`src/rtl/jupiter_video_fetch.sv`:
```
// Character-mode video fetch and serialiser for the Ace display (32x24 cells of 8x8).
// Owns the pixel H/V counters, reads screen/char RAM on port B, shifts out 1-bit pixels.
module jupiter_video_fetch #(
  parameter int H_TOTAL  = 416,
  parameter int V_TOTAL  = 312,
  parameter int H_ACTIVE = 256,
  parameter int V_ACTIVE = 192,
  parameter int HS_START = 320,
  parameter int HS_LEN   = 32,
  parameter int VS_START = 248,
  parameter int VS_LEN   = 4
) (
  input  logic       clock,
  input  logic       reset_n,
  input  logic       ce_pix,
  output logic [9:0] scr_addr,
  output logic       scr_oe_n,
  input  logic [7:0] scr_q,
  output logic [9:0] chr_addr,
  output logic       chr_oe_n,
  input  logic [7:0] chr_q,
  output logic       pix,
  output logic       de,
  output logic       hsync,
  output logic       vsync,
  output logic       hblank,
  output logic       vblank
);

  localparam logic [9:0] HT_LAST = 10'(H_TOTAL - 1);
  localparam logic [9:0] VT_LAST = 10'(V_TOTAL - 1);
  localparam logic [9:0] HA      = 10'(H_ACTIVE);
  localparam logic [9:0] VA      = 10'(V_ACTIVE);
  localparam logic [9:0] HW_BEG  = 10'd8;
  localparam logic [9:0] HW_END  = 10'(H_ACTIVE + 8);
  localparam logic [9:0] HS_BEG  = 10'(HS_START);
  localparam logic [9:0] HS_END  = 10'(HS_START + HS_LEN);
  localparam logic [9:0] VS_BEG  = 10'(VS_START);
  localparam logic [9:0] VS_END  = 10'(VS_START + VS_LEN);

  typedef enum logic [2:0] {IDLE, SCR, SCRW, CHR, CHRW} state_t;

  state_t     state;
  logic [9:0] hcnt;
  logic [9:0] vcnt;
  logic [2:0] line_q;
  logic       code_inv;
  logic [7:0] pattern;
  logic       inv;
  logic [7:0] shift;

  logic h_act;
  logic v_act;
  logic h_win;
  logic trigger;

  always_comb begin
    h_act   = (hcnt < HA);
    v_act   = (vcnt < VA);
    h_win   = (hcnt >= HW_BEG) && (hcnt < HW_END);
    trigger = ce_pix && (hcnt[2:0] == 3'd0) && h_act && v_act;
  end

  always_ff @(posedge clock or negedge reset_n) begin
    if (!reset_n) begin
      hcnt <= '0;
      vcnt <= '0;
    end else if (ce_pix) begin
      if (hcnt == HT_LAST) begin
        hcnt <= '0;
        vcnt <= (vcnt == VT_LAST) ? 10'd0 : vcnt + 10'd1;
      end else begin
        hcnt <= hcnt + 10'd1;
      end
    end
  end

  // Five-clock fetch: screen code, then pattern row; runs on the fast clock so it
  // always lands before the load point seven pixels after the trigger.
  always_ff @(posedge clock or negedge reset_n) begin
    if (!reset_n) begin
      state    <= IDLE;
      scr_addr <= '0;
      scr_oe_n <= 1'b1;
      chr_addr <= '0;
      chr_oe_n <= 1'b1;
      line_q   <= '0;
      code_inv <= 1'b0;
      pattern  <= '0;
      inv      <= 1'b0;
    end else begin
      case (state)
        IDLE: begin
          if (trigger) begin
            scr_addr <= {vcnt[7:3], 5'b00000} + {5'b00000, hcnt[7:3]};
            line_q   <= vcnt[2:0];
            scr_oe_n <= 1'b0;
            state    <= SCR;
          end
        end
        SCR: state <= SCRW;
        SCRW: begin
          code_inv <= scr_q[7];
          chr_addr <= {scr_q[6:0], line_q};
          chr_oe_n <= 1'b0;
          scr_oe_n <= 1'b1;
          state    <= CHR;
        end
        CHR: state <= CHRW;
        CHRW: begin
          pattern  <= chr_q;
          inv      <= code_inv;
          chr_oe_n <= 1'b1;
          state    <= IDLE;
        end
        default: state <= IDLE;
      endcase
    end
  end

  // The cell fetched at hcnt=8c is loaded at 8c+7, so pixels leave one cell late;
  // the output window is shifted by 8 to match.
  always_ff @(posedge clock or negedge reset_n) begin
    if (!reset_n) begin
      shift  <= '0;
      pix    <= 1'b0;
      de     <= 1'b0;
      hsync  <= 1'b0;
      vsync  <= 1'b0;
      hblank <= 1'b1;
      vblank <= 1'b1;
    end else if (ce_pix) begin
      if (hcnt[2:0] == 3'd7)
        shift <= (h_act && v_act) ? (pattern ^ {8{inv}}) : 8'h00;
      else
        shift <= {shift[6:0], 1'b0};
      pix    <= (h_win && v_act) ? shift[7] : 1'b0;
      de     <= h_win && v_act;
      hblank <= !h_win;
      vblank <= !v_act;
      hsync  <= (hcnt >= HS_BEG) && (hcnt < HS_END);
      vsync  <= (vcnt >= VS_BEG) && (vcnt < VS_END);
    end
  end

endmodule

```
`config.mk`:
```
export PLATFORM = sky130hd
export DESIGN_NAME = jupiter_video_fetch
export DESIGN_NICKNAME = d
export VERILOG_FILES = /design/src/rtl/jupiter_video_fetch.sv
export SDC_FILE = /design/constraint.sdc
export NUM_CORES = 1
export LEC_CHECK = 0
export ABC_CLOCK_PERIOD_IN_PS = 2590
export CELL_PAD_IN_SITES_DETAIL_PLACEMENT = 1
export CELL_PAD_IN_SITES_GLOBAL_PLACEMENT = 1
export CORE_UTILIZATION = 30
export DETAILED_ROUTE_END_ITERATION = 8
export GPL_ROUTABILITY_DRIVEN = 0
export HOLD_SLACK_MARGIN = 0.12
export PLACE_DENSITY_LB_ADDON = 0.2
export SYNTH_ARGS = -nofsm -noshare
export SYNTH_HDL_FRONTEND = slang
export SYNTH_SLANG_ARGS = --single-unit
```
`constraint.sdc`:
```
create_clock -name clock -period 2.59 [get_ports clock]
set_clock_uncertainty 0.2 [all_clocks]
set_input_delay 0.518 -clock clock [delete_from_list [all_inputs] [get_ports clock]]
set_output_delay 0.518 -clock clock [all_outputs]
set_load 0.01 [all_outputs]
```
# == Word-level counts from Yosys, hierarchy flattened ==
# Index checks and enable logic that the tools add are counted.
# word_totals
output_inout_bits,28
ff_bits,72
in_bits,19
word_cells,65
# op_classes
n_reduce_logical,17
eq_ne,8
order_cmp,8
add_sub_neg,3
muxes,10
bitwise,1
# op_table
cell,n
"10-bit by 9-bit less-than comparator with 1-bit output, second input constant",3
"10-bit by 1-bit adder with 10-bit output, second input constant",2
"10-bit by 9-bit equality test with 1-bit output, second input constant",2
"10-bit by 8-bit less-than comparator with 1-bit output, second input constant",2
10-bit 2-to-1 mux,2
8-bit 2-to-1 mux,2
3-bit case mux with 4 select lines,1
10-bit by 5-bit adder with 10-bit output,1
"10-bit by 4-bit >= comparator with 1-bit output, second input constant",1
"10-bit by 8-bit >= comparator with 1-bit output, second input constant",1
"10-bit by 9-bit >= comparator with 1-bit output, second input constant",1
1-bit logical AND,8
8-bit XOR,1
"3-bit by 2-bit equality test with 1-bit output, second input constant",2
"3-bit equality test, second input constant",2
3-bit zero test,2
2-bit AND reduction,3
1-bit case mux with 2 select lines,2
2-bit nonzero test,2
"3-bit by 1-bit equality test with 1-bit output, second input constant",1
3-bit 2-to-1 mux,1
1-bit zero test,2
1-bit 2-to-1 mux,2
"2-bit inequality test, second input constant",1

# == Depth between registers and ports, before layout ==
# logic_depth
depth_word,6
ltp_mapped,6
ltp_nobuf,5

# == Worst setup path after synthesis ==
# No wires, ideal clock.
# synth_path
kind,reg2reg
startpoint,register vcnt[6]
endpoint,register scr_addr[1]
stages_incl_launch_ff,6
n_path_buf,1
required_time_ns,2.265
setup_slack_ns,0.519
synth_period_minus_slack_ns,2.071
setup_ns,0.125
arrival_ns,1.746
cell_sequence,dfrtp_1 a211oi_1 nand2_1 nor4_4 buf_6 mux2_2
# synth_between
elab_chain_cells,3
# synth_lines
item,line,source
from (decl),45,logic [9:0] vcnt;
from (signal assigned),71,vcnt <= (vcnt == VT_LAST) ? 10'd0 : vcnt + 10'd1;
10-bit by 8-bit less-than comparator with 1-bit output,59,v_act = (vcnt < VA);
1-bit logical AND,61,trigger = ce_pix && (hcnt[2:0] == 3'd0) && h_act && v_act;
2-bit AND reduction (no source line),-,
to (signal assigned),95,"scr_addr <= {vcnt[7:3], 5'b00000} + {5'b00000, hcnt[7:3]};"
to (decl),16,"output logic [9:0] scr_addr,"
# Every way passes these cells.
# A chain may end at the register's enable or synchronous reset.

# == Final worst setup path ==
# layout_path
startpoint,register vcnt[8]
endpoint,register scr_addr[9]
# Same word-level chain as after synthesis.

==> flow_summary_export.csv <==
group,metric,value,unit
status,outcome,"completed",
sta,whs,307.0,ps
power_and_ir_drop,pwr-share-clk,23.9,%
power_and_ir_drop,p_comb_share,29.7,%
synthesis,ys_warn_count,0,
power_and_ir_drop,p_leak,0.001758,uW
critical_path,startpoint,"vcnt[8]",
hold_path,worstHoldStart,"code_inv",
grt,grt_pass1_vias,2361,
power_and_ir_drop,p_int,2524,uW
clock_tree,cts_max_level,3,
cells_and_area,final_util,39.35,%
die,rows,37,
cells_and_area,area_growth,27.53,%
grt,grt_start_max_net_pins,34,
grt,grt_use_met3,4.554,%
die,ios,47,
grt,antenna_found_initial,0,
sta,slew_violations,0,
placement,hpwlAfterDp,4785,um
power_and_ir_drop,pwr-share-seq,46.5,%
detailed_routing,wirelength,6933,um
synthesis,synthFlopType,"dfrtp_1",
clock_tree,cts.reportedPaths.clkPinSlew,70,ps
cells_and_area,final_nets,339,
detailed_routing,drtPass1Iterations,4,
clock_tree,cts_setup_buffers,0,
critical_path,critPathArrivalTime,2320,ps
detailed_routing,drcViolationCount,0,
detailed_routing,routed_via_density,4.743,
synthesis,synth.top_cell.area_share,53.42,%
grt,met2_usage,21.71,%
critical_path,rr_endpoint,"scr_addr[9]",
clock_tree,cts_made_buffers,9,
clock_tree,cts_tree,"yes",
die,die_area,11030,um2
detailed_routing,wl_per_cell,15.20,um
detailed_routing,ant_nets,0,
run,maxCapViolCount,0,
hold_path,hold_path.class,"flip-flop to flip-flop",
synthesis,syn_nets,279,
synthesis,yosysMostFrequentCell,"dfrtp_1",
detailed_routing,vias,2163,
synthesis,netlist_area,3186,um2
power_and_ir_drop,powerDensity,894.2,nW/um2
die,die_h,105.0,um
synthesis,synth_area_leaders,"dfrtp_1, mux2_2, xnor2_1",
grt,grt_busiest_layer,"met2",
power_and_ir_drop,p_switching,1109,uW
sta,rsz0062_at_grt,"no",
sta,fin_setup_tns,0,ps
synthesis,yosysSeqAreaShare,56.72,%
critical_path,cp.required,2620,ps
grt,grt_use_total,13.93,%
hold_path,hold_depth,1,
cells_and_area,fillers,1135,
critical_path,cp_max_fo,15,
synthesis,syn_area_per_cell,12.44,um2
cells_and_area,antenna_cells,0,
power_and_ir_drop,irDropWorstVdd,0.0003642,V
sta,maxSlewHeadroom,66.06,%
synthesis,ys_ff_latch,72,
clock_tree,clock_sinks,72,
synthesis,synthCells,256,
placement,port_buffers,46,
critical_path,rrSetupSlack,300,ps
critical_path,cp-end-kind,"flip-flop",
sta,hold_viol,0,
sta,final.min_clock_period,2287,ps
clock_tree,ctsRootBufferMaster,"clkbuf_8",
synthesis,ys_async_sr_fraction,100.0,%
power_and_ir_drop,switching_share,30.53,%
hold_path,min_to,"inv",
die,initial_utilization,30.86,%
grt,gr-total-overflow,0,
synthesis,yosysTopAreaCell,"dfrtp_1",
clock_tree,clk_path_buf_depth,2,
cells_and_area,drive_gt1_share,23.13,%
die,core_area,10320,um2
synthesis,synth_commonest_cells,"dfrtp_1, mux2_2, inv_1, xnor2_1, nor2_1",
sta,finalSetupViolations,0,
detailed_routing,drt-initial-drc-count,30,
clock_tree,insertion_delay,340,ps
critical_path,r2r_start,"vcnt[8]",
sta,worstMarginPinSlew,509.2,ps
critical_path,critPathKind,"flip-flop to flip-flop",
critical_path,startpoint_type,"flip-flop",
sta,fin_crit_sh,88.32,%
sta,fmax,437.2,MHz
power_and_ir_drop,power.total,3633,uW
grt,gr-usage-met1,18.46,%
synthesis,ys_types,42,
synthesis,synth_edf_count,0,
die,die_w,105.0,um
critical_path,worstRegToRegCells,5,
grt,grt_pass1_wl,11980,um
==> worst max-delay path, cell delays in order (launching register included) <==
cell and delay (ps):
dfrtp_1 420, a211oi_1 420, nand2_1 250, nor4_4 250
buf_4 280, mux2_2 360
==> repair_timing <==
item	4_1_cts	5_1_grt
hold buffers	1	0
resized for setup	0	0
hold endpoints to repair	15	0
==> logic make-up (layout without fill, tap and decap cells) <==
group | count (synthesis) | after routing | share of synthesized area (%)
AO/OA/AOI/OAI | 26 | 26 | 6.285
XOR/XNOR | 19 | 19 | 5.224
adder cells (fa/ha/maj) | 4 | 4 | 1.571
buffers and inverters | 27 | 91 | 3.495
flip-flops | 72 | 72 | 56.72
multiplexers | 39 | 39 | 13.67
AND/OR/NAND/NOR | 69 | 69 | 13.04
==> registers in the layout, indices dropped and copies added (netlist names), 3 cells and up <==
name,flops
shift,8
pattern,8
line_q,3
state,3
scr_addr,10
chr_addr,10
vcnt,10
hcnt,10
==> area by class of cell <==
cell class	count	area, um2	area share (%)
Clock buffer	9	123.9	3.049
Clock inverter	6	61.31	1.509
Inverter	18	67.56	1.663
Multi-Input combinational cell	157	1272	31.32
Sequential cell	72	1807	44.47
Tap cell	136	170.2	4.188
Timing Repair Buffer	58	560.5	13.80
==> power groups by stage <==
stage / registers, uW / logic (uW) / clock network, uW
after global placement: 1710 / 1080 / 0
final: 1690 / 1080 / 867
after floorplan: 1680 / 657 / 0
after global routing: 1740 / 1180 / 953
after detailed placement: 1720 / 1100 / 0
after CTS: 1700 / 1110 / 909
==> per-layer routing <==
| metal | vias to the layer above | part of all wire, % | routed length [um] |
|---|---|---|---|
| met1 | 1098 | 47 | 3281 |
| met4 | 0 | 1.2 | 80 |
| met2 | 35 | 48 | 3359 |
| met5 | - | 0 | 0 |
| li1 | 1024 | - | - |
| met3 | 6 | 3.1 | 212 |
==> worst max-delay path by stage <==
stage	endpoint	slack, ps	cells after the start
floorplan	scr_addr[1]	520	5
global placement	scr_addr[5]	190	5
detailed placement	line_q[2]	130	5
CTS	scr_addr[0]	240	5
global route	scr_addr[9]	130	5
finish	scr_addr[9]	300	5
==> layout by cell type, fill, tap and decap left out, types with 4 or more instances in the layout <==
cell             netlist  routed
dfrtp_1               68      68
clkdlybuf4s50_1        0      45
mux2_2                36      36
inv_1                 18      18
xnor2_1               16      16
nor2_1                15      15
buf_4                  0      10
nand4_1                9       9
clkbuf_8               0       9
nand3b_1               7       7
o221ai_1               7       7
nand2_1                7       7
nand3_1                5       5
o22ai_1                4       4
and3_1                 4       4
o21ai_0                4       4
ha_1                   4       4
dfstp_2                4       4
==> per-stage QoR <==
step	instances	cell area [um2]	setup WS, ps
after global routing	456	4063	130.9
after CTS	456	4063	238.7
after floorplan	256	3186	518.8
after detailed placement	440	3867	128.7
after global placement	440	3867	193.4
final	456	4063	302.6
(Power assumes the default switching activity.)
